$ cat src/rtl/seq_signed_vedic_mult32_pkg.sv
// Shared definitions for the sequential signed Vedic multiplier:
// FSM states, nibble width and default operand width.
package vedic_pkg;
    typedef enum logic [1:0] {
        IDLE = 2'd0,
        RUN  = 2'd1,
        SIGN = 2'd2,
        DONE = 2'd3
    } state_e;

    localparam int NIB_W    = 4;
    localparam int OP_W_DEF = 32;
endpackage

$ cat src/rtl/seq_signed_vedic_mult32_if.sv
// Operand/product handshake bundle for seq_signed_vedic_mult32.
interface seq_signed_vedic_mult32_if #(parameter int OP_W = vedic_pkg::OP_W_DEF);
    logic              in_valid;
    logic              in_ready;
    logic [OP_W-1:0]   a;
    logic [OP_W-1:0]   b;
    logic              out_valid;
    logic              out_ready;
    logic [2*OP_W-1:0] p;

    modport master (output in_valid, a, b, out_ready, input in_ready, out_valid, p);
    modport slave  (input in_valid, a, b, out_ready, output in_ready, out_valid, p);
endinterface

$ cat src/rtl/seq_signed_vedic_mult32_vedic4.sv
// Combinational 4x4 unsigned Vedic (Urdhva-Tiryagbhyam) multiplier
// built from four 2x2 Vedic cells.
module vedic_mult_2bit (
    input  logic [1:0] a,
    input  logic [1:0] b,
    output logic [3:0] p
);
    logic c1;
    assign p[0] = a[0] & b[0];
    assign p[1] = (a[1] & b[0]) ^ (a[0] & b[1]);
    assign c1   = (a[1] & b[0]) & (a[0] & b[1]);
    assign p[2] = (a[1] & b[1]) ^ c1;
    assign p[3] = (a[1] & b[1]) & c1;
endmodule

module vedic_mult_4bit (
    input  logic [3:0] a,
    input  logic [3:0] b,
    output logic [7:0] p
);
    logic [3:0] q0, q1, q2, q3;

    vedic_mult_2bit u_ll (.a(a[1:0]), .b(b[1:0]), .p(q0));
    vedic_mult_2bit u_hl (.a(a[3:2]), .b(b[1:0]), .p(q1));
    vedic_mult_2bit u_lh (.a(a[1:0]), .b(b[3:2]), .p(q2));
    vedic_mult_2bit u_hh (.a(a[3:2]), .b(b[3:2]), .p(q3));

    // Cross products land at weight 4, the high pair at weight 16.
    assign p = {4'b0, q0} + {2'b0, q1, 2'b0} + {2'b0, q2, 2'b0} + {q3, 4'b0};
endmodule

$ cat src/rtl/seq_signed_vedic_mult32.sv
// Sequential signed multiplier: one 4x4 Vedic nibble product per RUN cycle
// accumulated on magnitudes, sign applied once at the end.
module seq_signed_vedic_mult32
    import vedic_pkg::*;
#(
    parameter int OP_W = OP_W_DEF
) (
    input logic                      clk,
    input logic                      rst,
    seq_signed_vedic_mult32_if.slave bus
);
    localparam int NIBS  = OP_W / NIB_W;
    localparam int IDX_W = $clog2(NIBS);
    localparam int P_W   = 2 * OP_W;

    state_e             state, state_nxt;
    logic [OP_W-1:0]    ma, mb;
    logic               sgn;
    logic [P_W-1:0]     acc, p_q, pp_sh;
    logic [IDX_W-1:0]   i_q, j_q;
    logic [NIB_W-1:0]   na, nb;
    logic [2*NIB_W-1:0] pp;
    logic [IDX_W+2:0]   sh;
    logic               last, accept;

    // |-2^(OP_W-1)| wraps to 2^(OP_W-1), which fits an unsigned OP_W field.
    function automatic logic [OP_W-1:0] mag(input logic [OP_W-1:0] x);
        return x[OP_W-1] ? (~x + OP_W'(1)) : x;
    endfunction

    assign na     = ma[NIB_W*i_q +: NIB_W];
    assign nb     = mb[NIB_W*j_q +: NIB_W];
    assign sh     = {({1'b0, i_q} + {1'b0, j_q}), 2'b00};
    assign pp_sh  = {{(P_W-2*NIB_W){1'b0}}, pp} << sh;
    assign last   = (i_q == IDX_W'(NIBS-1)) && (j_q == IDX_W'(NIBS-1));
    assign accept = (state == IDLE) && bus.in_valid;

    vedic_mult_4bit u_v4 (.a(na), .b(nb), .p(pp));

    always_comb begin
        state_nxt = state;
        case (state)
            IDLE: if (bus.in_valid) state_nxt = RUN;
            RUN:  if (last)         state_nxt = SIGN;
            SIGN:                   state_nxt = DONE;
            DONE: if (bus.out_ready) state_nxt = IDLE;
            default:                state_nxt = IDLE;
        endcase
    end

    always_ff @(posedge clk or posedge rst) begin
        if (rst) begin
            state <= IDLE;
            ma    <= '0;
            mb    <= '0;
            sgn   <= 1'b0;
            acc   <= '0;
            p_q   <= '0;
            i_q   <= '0;
            j_q   <= '0;
        end else begin
            state <= state_nxt;
            if (accept) begin
                ma  <= mag(bus.a);
                mb  <= mag(bus.b);
                sgn <= bus.a[OP_W-1] ^ bus.b[OP_W-1];
                acc <= '0;
                i_q <= '0;
                j_q <= '0;
            end else if (state == RUN) begin
                acc <= acc + pp_sh;
                j_q <= j_q + IDX_W'(1);
                if (j_q == IDX_W'(NIBS-1))
                    i_q <= i_q + IDX_W'(1);
            end else if (state == SIGN) begin
                // Negating a zero magnitude yields zero, so no -0 can appear.
                p_q <= sgn ? (~acc + P_W'(1)) : acc;
            end
        end
    end

    assign bus.in_ready  = (state == IDLE);
    assign bus.out_valid = (state == DONE);
    assign bus.p         = p_q;
endmodule
$ cat src/flat_wrapper.sv
// flat-port wrapper written by rule: the top's interface ports become plain ports
module seq_signed_vedic_mult32_flat import vedic_pkg::*;
#(
    parameter int OP_W = OP_W_DEF
)
  (clk, rst, bus_in_valid, bus_a, bus_b, bus_out_ready, bus_in_ready, bus_out_valid, bus_p);
  seq_signed_vedic_mult32_if #(.OP_W(OP_W)) bus_i ();
  input logic clk;
  input logic rst;
  input wire logic [$bits(bus_i.in_valid)-1:0] bus_in_valid;
  input wire logic [$bits(bus_i.a)-1:0] bus_a;
  input wire logic [$bits(bus_i.b)-1:0] bus_b;
  input wire logic [$bits(bus_i.out_ready)-1:0] bus_out_ready;
  output wire logic [$bits(bus_i.in_ready)-1:0] bus_in_ready;
  output wire logic [$bits(bus_i.out_valid)-1:0] bus_out_valid;
  output wire logic [$bits(bus_i.p)-1:0] bus_p;
  assign bus_i.in_valid = bus_in_valid;
  assign bus_i.a = bus_a;
  assign bus_i.b = bus_b;
  assign bus_i.out_ready = bus_out_ready;
  assign bus_in_ready = bus_i.in_ready;
  assign bus_out_valid = bus_i.out_valid;
  assign bus_p = bus_i.p;
  seq_signed_vedic_mult32 #(.OP_W(OP_W)) u_core (.clk(clk), .rst(rst), .bus(bus_i));
endmodule
$ cat config.mk
export PLATFORM = sky130hd
export DESIGN_NAME = seq_signed_vedic_mult32_flat
export DESIGN_NICKNAME = d
export VERILOG_FILES = /design/src/rtl/seq_signed_vedic_mult32_pkg.sv /design/src/rtl/seq_signed_vedic_mult32_if.sv /design/src/rtl/seq_signed_vedic_mult32_vedic4.sv /design/src/rtl/seq_signed_vedic_mult32.sv /design/src/flat_wrapper.sv
export SDC_FILE = /design/constraint.sdc
export NUM_CORES = 1
export LEC_CHECK = 0
export BUFFER_PORTS_ARGS = -buffer_cell sky130_fd_sc_hd__buf_2
export CAP_MARGIN = 30
export CORE_MARGIN = 2
export CORE_UTILIZATION = 61
export DETAILED_ROUTE_END_ITERATION = 6
export PLACE_DENSITY_LB_ADDON = 0.12
export SYNTH_ARGS = -nofsm -noshare
export SYNTH_HDL_FRONTEND = slang
export SYNTH_SLANG_ARGS = --single-unit
export TNS_END_PERCENT = 20
$ cat constraint.sdc
create_clock -name clk -period 9.5 [get_ports clk]
set_input_delay 1.9 -clock clk [delete_from_list [all_inputs] [get_ports clk]]
set_output_delay 1.9 -clock clk [all_outputs]
set_load 0.05 [all_outputs]
==> results.py, run 1 <==
metrics = {
    "floorplanning": {
        "rows": 58,
        "initial_core_util_pct": 61.5,
        "die_x_um": 163,
        "die_area_um2": 26500,
        "core_um2": 25000,
        "die_h_um": 163,
        "io_pins": 134,
    },
    "run_status": {
        "outcome": "complete, no violations",
    },
    "logic_synthesis": {
        "synth_area_per_cell_um2": 8.46,
        "ys_seq_elements": 201,
        "ys.flop_type": "dfrtp_1",
        "synth_area_um2": 15400,
        "synth-edff-count": 0,
        "async_flop_share_pct": 100,
        "syn_inst": 1816,
        "synth_fp_nets": 1980,
        "synth-seq-area-share_pct": 32.7,
        "yosys_warnings": 0,
        "synth_cell_types": 68,
    },
    "cells_and_area": {
        "fin_cells": 2223,
        "fill_cells": 2138,
        "area_delta_synth_final_pct": 10.3,
        "nets": 2042,
        "diodes": 0,
        "drive_above_1_share_pct": 13.2,
    },
    "cts": {
        "clock_latency_ns": 0.52,
        "cts_hold_buffers": 0,
        "clkTransAtPathRegs_ns": 0.06,
        "cts_tree": "built",
        "cts_buffers": 23,
        "cts.path.max_buffers": 3,
        "root_buffer": "clkbuf_16",
        "numClockSinks": 201,
        "postCtsSetupRepairBufs": 0,
        "cts_resized": 0,
        "htree_levels": 1,
    },
    "setup_path": {
        "arrival_ns": 8.33,
        "startpoint_type": "flip-flop",
        "crit_required_ns": 9.86,
        "worstSetupEndpointType": "flip-flop",
        "critPathKind": "reg2reg",
        "worst-path-max-fanout": 11,
    },
    "detailed_routing": {
        "drt_iter0_markers": 1058,
        "drtPass1Iterations": 5,
        "drcViolationCount": 0,
        "num_vias": 13615,
        "vias_per_cell": 6.12,
        "antenna_left": 0,
        "post_drt_wl_per_cell_um": 18.1,
        "wirelength_mm": 40.3,
    },
    "pwr": {
        "total_leakage_power_nw": 7.99,
        "power_mw": 5.65,
        "ir_drop_mv": 0.336,
        "p_per_area_nw_per_um2": 334,
    },
    "global_routing": {
        "grt_pass1_vias": 12951,
        "grt_first_pass_wirelength_mm": 65.9,
        "grt_util_all_layers_pct": 30.7,
        "grt_antenna_before_repair": 0,
        "grt_overflow": 0,
        "grt_start_max_net_pins": 127,
    },
    "sta": {
        "rsz0062_at_grt": "false",
        "final-max-slew-violation-count": 0,
        "max_freq_mhz": 125,
        "worst_pin_slew_ns": 0.982,
        "setup_viol": 0,
        "slew_headroom_pct": 34.2,
        "skew_ns": 0.0136,
        "timing.final.hold_violations": 0,
        "fin_setup_tns_ns": 0,
        "finalCriticalPeriod_ns": 7.97,
        "fin_crit_sh_pct": 83.9,
        "worst_slack_ns": 1.53,
    },
    "placed_design": {
        "dp_cells": 2182,
        "place_hpwl_mm": 30.1,
        "post-place-ws_ns": 1.65,
        "routabilityCongestion": 1.01,
        "port_buffers": 133,
    },
    "run": {
        "cap_violations": 0,
    },
    "min_path": {
        "hold_path.class": "reg2reg",
    },
}
==> power breakdown <==
| part | switching (mW) | internal (mW) | leakage, nW | total, mW |
|---|---|---|---|---|
| Clock | 0.362 | 0.543 | 0.372 | 0.906 |
| Combinational | 2.13 | 1.13 | 5.08 | 3.25 |
| Sequential | 0.297 | 1.19 | 2.53 | 1.49 |
| Total | 2.79 | 2.86 | 7.99 | 5.65 |
==> stage by stage <==
step	instance area (µm²)	utilization (%)	hold slack, ns
after CTS	16900	67.7	0.481
after detailed placement	16100	64.7	0.468
final	16900	67.9	0.474
after floorplan	15400	-	0.443
after global placement	16100	64.7	0.459
after global routing	16900	67.9	0.513
==> Yosys cell counts (all sizes together) (5+ instances only) <==
master  number  area share [%]
a22oi        8            0.39
ha          89             7.2
mux4        16             2.3
o21ai      155             5.0
and3        10            0.41
dfrtp      201              33
nor2b        9            0.37
o41ai       18             1.0
nand3       32             1.0
nor2       214             5.3
or2         15            0.61
clkbuf      92             2.2
nand4       29             1.2
fa           7            0.91
a211oi      10            0.49
nor3        27            0.88
nand2      182             4.5
a21oi      150             5.0
nor4        17            0.83
o21bai      15            0.73
o31ai       31             1.5
inv         54             1.3
or4         14            0.71
xor2       122             7.0
or3         28             1.1
a31oi        7            0.29
nand2b      16            0.65
a21boi       5            0.24
mux2i       53             3.5
xnor2       58             3.3
o21a         7            0.34
a21o        41             2.0
buf         11            0.27
mux2        25             1.8
==> metal layers <==
| metal | up-vias | track usage [%] | wire length, µm |
|---|---|---|---|
| li1 | 6604 | - | - |
| met1 | 6416 | 41.4 | 17600 |
| met2 | 505 | 50.5 | 18700 |
| met3 | 90 | 4.20 | 2490 |
| met4 | 0 | 11.9 | 1480 |
| met5 | - | 0 | 0 |
==> worst paths after layout <==
| path | endpoint | slack, ns | depth (start not counted) | startpoint |
|---|---|---|---|---|
| max | u_core.acc[60] | 1.53 | 25 | u_core.j_q[0] |
| min | u_core.ma[23] | 0.47 | 2 | u_core.ma[23] |
| max reg2reg | u_core.acc[60] | 1.53 | 25 | u_core.j_q[0] |
| min reg2reg | u_core.ma[23] | 0.47 | 2 | u_core.ma[23] |
| max in group asynchronous | u_core.sgn | 6.65 | 4 | rst |
| min in group asynchronous | u_core.bus.p[1] | 1.53 | 2 | rst |
==> sequential cells by signal (all words and copies together) (netlist names) <==
name	flops
u_core.i_q	3
u_core.bus.p	64
u_core.j_q	3
u_core.acc	64
u_core.sgn	1
u_core.state	2
u_core.ma	32
u_core.mb	32
==> area by class of cell <==
class | instances | area, µm² | share of cell area [%]
inverter | 55 | 214 | 1.26
timing repair buffer | 140 | 738 | 4.36
clock buffer | 29 | 618 | 3.65
sequential | 201 | 5030 | 29.7
tap | 330 | 413 | 2.44
clock inverter | 11 | 150 | 0.886
multi-input combinational | 1457 | 9780 | 57.7
==> cell families (layout without fill, tap and decap cells) <==
logic type,after synthesis,count (layout),synth area share [%]
adder cells (fa/ha/maj),96,96,8.16
buffers and inverters,158,235,3.86
flip-flops,201,201,32.7
XOR/XNOR,180,180,10.3
multiplexers,94,94,7.63
AND/OR/NAND/NOR,604,604,18.2
AO/OA/AOI/OAI,483,483,19.2
==> layout by cell type, fill, tap and decap left out, types with 40 or more instances in the layout <==
cell,n
a21o_1,40
a21oi_1,148
buf_2,133
dfrtp_1,200
ha_1,87
inv_1,53
mux2i_1,53
nand2_1,180
nor2_1,213
o21ai_0,154
xnor2_1,58
xor2_1,122
==> worst max-delay path, cell delays in order, from the launching register on <==
cell and delay, ns:
dfrtp_1 0.73, mux4_2 0.58, mux2i_1 0.34, nor2_1 0.10, ha_1 0.22, ha_1 0.27
inv_1 0.05, fa_1 0.59, inv_1 0.06, ha_1 0.29, a21o_1 0.18, a21oi_1 0.25
xnor2_1 0.13, a22oi_1 0.53, nor2_1 0.17, ha_1 0.49, nand4_1 0.17, o221ai_1 0.29
a311oi_1 0.12, o31ai_1 0.57, a21oi_1 0.30, nor4_1 0.67, o2111ai_1 0.25, a31oi_1 0.24
xnor2_1 0.14, a21oi_1 0.08
No activity file was read; power rests on OpenSTA's default activity.
==> inputs of run 2 (changes only) <==
--- a/config.mk
+++ b/config.mk
@@ -8,7 +8,7 @@
 export BUFFER_PORTS_ARGS = -buffer_cell sky130_fd_sc_hd__buf_2
 export CAP_MARGIN = 30
 export CORE_MARGIN = 2
-export CORE_UTILIZATION = 61
+export CORE_UTILIZATION = 56
 export DETAILED_ROUTE_END_ITERATION = 6
 export PLACE_DENSITY_LB_ADDON = 0.12
 export SYNTH_ARGS = -nofsm -noshare
==> constraint.sdc (replaced) <==
create_clock -name clk -period 7.3 [get_ports clk]
set_input_delay 1.46 -clock clk [delete_from_list [all_inputs] [get_ports clk]]
set_output_delay 1.46 -clock clk [all_outputs]
set_load 0.05 [all_outputs]
==> results.py, run 2 (synthesized netlist as in run 1, its figures left out) <==
metrics = {
    "cts": {
        "numClockSinks": 201,
        "cts_tree": "built",
        "clock_latency_ns": 0.53,
        "clkTransAtPathRegs_ns": 0.06,
        "htree_levels": 1,
        "cts_hold_buffers": 0,
        "cts.path.max_buffers": 3,
        "root_buffer": "clkbuf_16",
        "cts_buffers": 22,
    },
    "placed_design": {
        "routabilityCongestion": 0.947,
        "port_buffers": 133,
        "post_dp_cell_area_um2": 16500,
        "place_hpwl_mm": 31.5,
        "dp_cells": 2235,
    },
    "sta": {
        "skew_ns": 0.0112,
        "fin_setup_tns_ns": 0,
        "max_freq_mhz": 144,
        "final-max-slew-violation-count": 0,
        "finalCriticalPeriod_ns": 6.95,
        "holdWs_ns": 0.482,
        "slew_headroom_pct": 34.0,
        "fin_crit_sh_pct": 95.2,
        "rsz0062_at_grt": "false",
        "setup_viol": 0,
        "timing.final.hold_violations": 0,
        "worst_pin_slew_ns": 0.990,
    },
    "detailed_routing": {
        "antenna_left": 0,
        "drt_iter0_markers": 1028,
        "wirelength_mm": 41.3,
        "post_drt_wl_per_cell_um": 18.1,
        "met1_length_mm": 18.7,
        "drtPass1Iterations": 6,
        "num_vias": 13641,
        "highest_layer": "met4",
        "wl_met2_mm": 19.2,
        "drcViolationCount": 0,
        "wl_met3_mm": 2.23,
        "vias_per_cell": 5.99,
    },
    "setup_path": {
        "reg2regPathDepth": 31,
        "startpoint_type": "flip-flop",
        "cp_num_buf_inv": 6,
        "slowest_stage": "mux4_2",
        "reg2reg_from": "u_core.i_q[0]",
        "cpPeakStageDelay_ns": 0.52,
        "crit_end": "u_core.acc[62]",
        "arrival_ns": 7.36,
        "worst-path-max-fanout": 7,
        "worstSetupEndpointType": "flip-flop",
        "crit_required_ns": 7.71,
        "startpoint": "u_core.i_q[0]",
        "crit_cells": 31,
        "r2r_slack_ns": 0.35,
        "cp_top_family": "adder cells",
        "timing.rr.end": "u_core.acc[62]",
        "critPathKind": "reg2reg",
    },
    "cells_and_area": {
        "area_delta_synth_final_pct": 13.2,
        "fill_cells": 2340,
        "most-common-layout-cells": "nor2_1 (213), dfrtp_1 (198), nand2_1 (180)",
        "layout_commonest_cell": "nor2_1",
        "nets": 2084,
        "drive_above_1_share_pct": 16.0,
        "multi_input_area_um2": 9830,
        "seq_area_um2": 5030,
        "stdcell_area_um2": 17400,
        "fin_cells": 2277,
        "diodes": 0,
    },
    "pwr": {
        "p_per_area_nw_per_um2": 434,
        "p_int_mw": 3.89,
        "pwr-share-clk_pct": 16.7,
        "p_sw_share_pct": 48.5,
        "combPwrFrac_pct": 58.0,
        "total_leakage_power_nw": 8.23,
        "sequentialPowerShare_pct": 25.4,
        "power.switching_mw": 3.66,
        "ir_drop_mv": 0.221,
    },
    "floorplanning": {
        "die_h_um": 170,
        "initial_core_util_pct": 57.0,
        "rows": 60,
        "die_x_um": 170,
        "core_um2": 27000,
        "io_pins": 134,
        "die_area_um2": 28800,
    },
    "global_routing": {
        "grt_first_pass_wirelength_mm": 66.6,
        "grt_overflow": 0,
        "grt_util_all_layers_pct": 28.5,
        "grt_pass1_vias": 12785,
        "grt_start_max_net_pins": 127,
        "grt_antenna_before_repair": 0,
    },
    "run_status": {
        "outcome": "complete, no violations",
    },
    "min_path": {
        "whs_path_depth": 2,
        "hold_path.class": "reg2reg",
    },
    "run": {
        "cap_violations": 0,
    },
}
-- run 2: cell count changes in the layout (fill, tap and decap cells not counted), moves of 2 or more --
cell	previous run	this run
mux2i_2	0	3
a21oi_2	0	2
a21oi_1	148	146
mux2i_1	53	50
clkbuf_8	2	6
buf_4	6	49
clkbuf_1	4	1
dfrtp_1	200	198
a2111oi_0	2	0
dfrtp_2	1	3
-- run 2: how the worst min path moves through the flow --
| stage | from | to | slack, ns |
|---|---|---|---|
| after CTS | u_core.ma[25] | u_core.ma[25] | 0.49 |
| final | u_core.ma[30] | u_core.ma[30] | 0.48 |
| after floorplan | u_core.ma[31] | u_core.ma[31] | 0.44 |
| after detailed placement | u_core.ma[21] | u_core.ma[21] | 0.47 |
| after global placement | u_core.ma[30] | u_core.ma[30] | 0.46 |
| after global routing | u_core.ma[25] | u_core.ma[25] | 0.50 |
-- run 2: cell type report --
type | count | share of cell area, %
Sequential cell | 201 | 29.0
Tap cell | 341 | 2.45
Inverter | 55 | 1.23
Clock buffer | 30 | 3.81
Multi-Input combinational cell | 1457 | 56.5
Timing Repair Buffer | 183 | 6.10
Clock inverter | 10 | 0.914
-- run 2: power groups by stage --
stage,combinational [mW],sequential [mW],clock [mW]
final,4.38,1.91,1.26
after global routing,4.81,1.97,1.32
after CTS,4.36,1.91,1.28
after detailed placement,4.33,1.93,0
after global placement,4.24,1.92,0
after floorplan,2.71,2.43,0
-- run 2: per-stage QoR --
stage / power (mW) / utilization (%) / setup slack (ns)
after CTS: 7.55 / 64.3 / 0.0275
final: 7.55 / 64.5 / 0.351
after global placement: 6.16 / 61.1 / 0.232
after global routing: 8.09 / 64.5 / 0.0109
after detailed placement: 6.26 / 61.2 / 0.0206
after floorplan: 5.14 / - / 0.358
-- run 2: tightest hold or removal path: stages (launching register included) --
cell and delay [ns]:
dfrtp_1 0.34, nand2_1 0.05, o21ai_0 0.06
-- run 2: layer usage --
metal | GRT usage (%) | up-vias
li1 | - | 6698
met1 | 39.1 | 6412
met2 | 47.7 | 455
met3 | 3.13 | 76
met4 | 8.73 | 0
met5 | 0 | -
-- run 2: what timing repair did --
action / CTS / global route
setup endpoints to repair: 1 / 27
pin swaps: 0 / 1
gates resized for setup: 1 / 14
setup buffers: 0 / 2
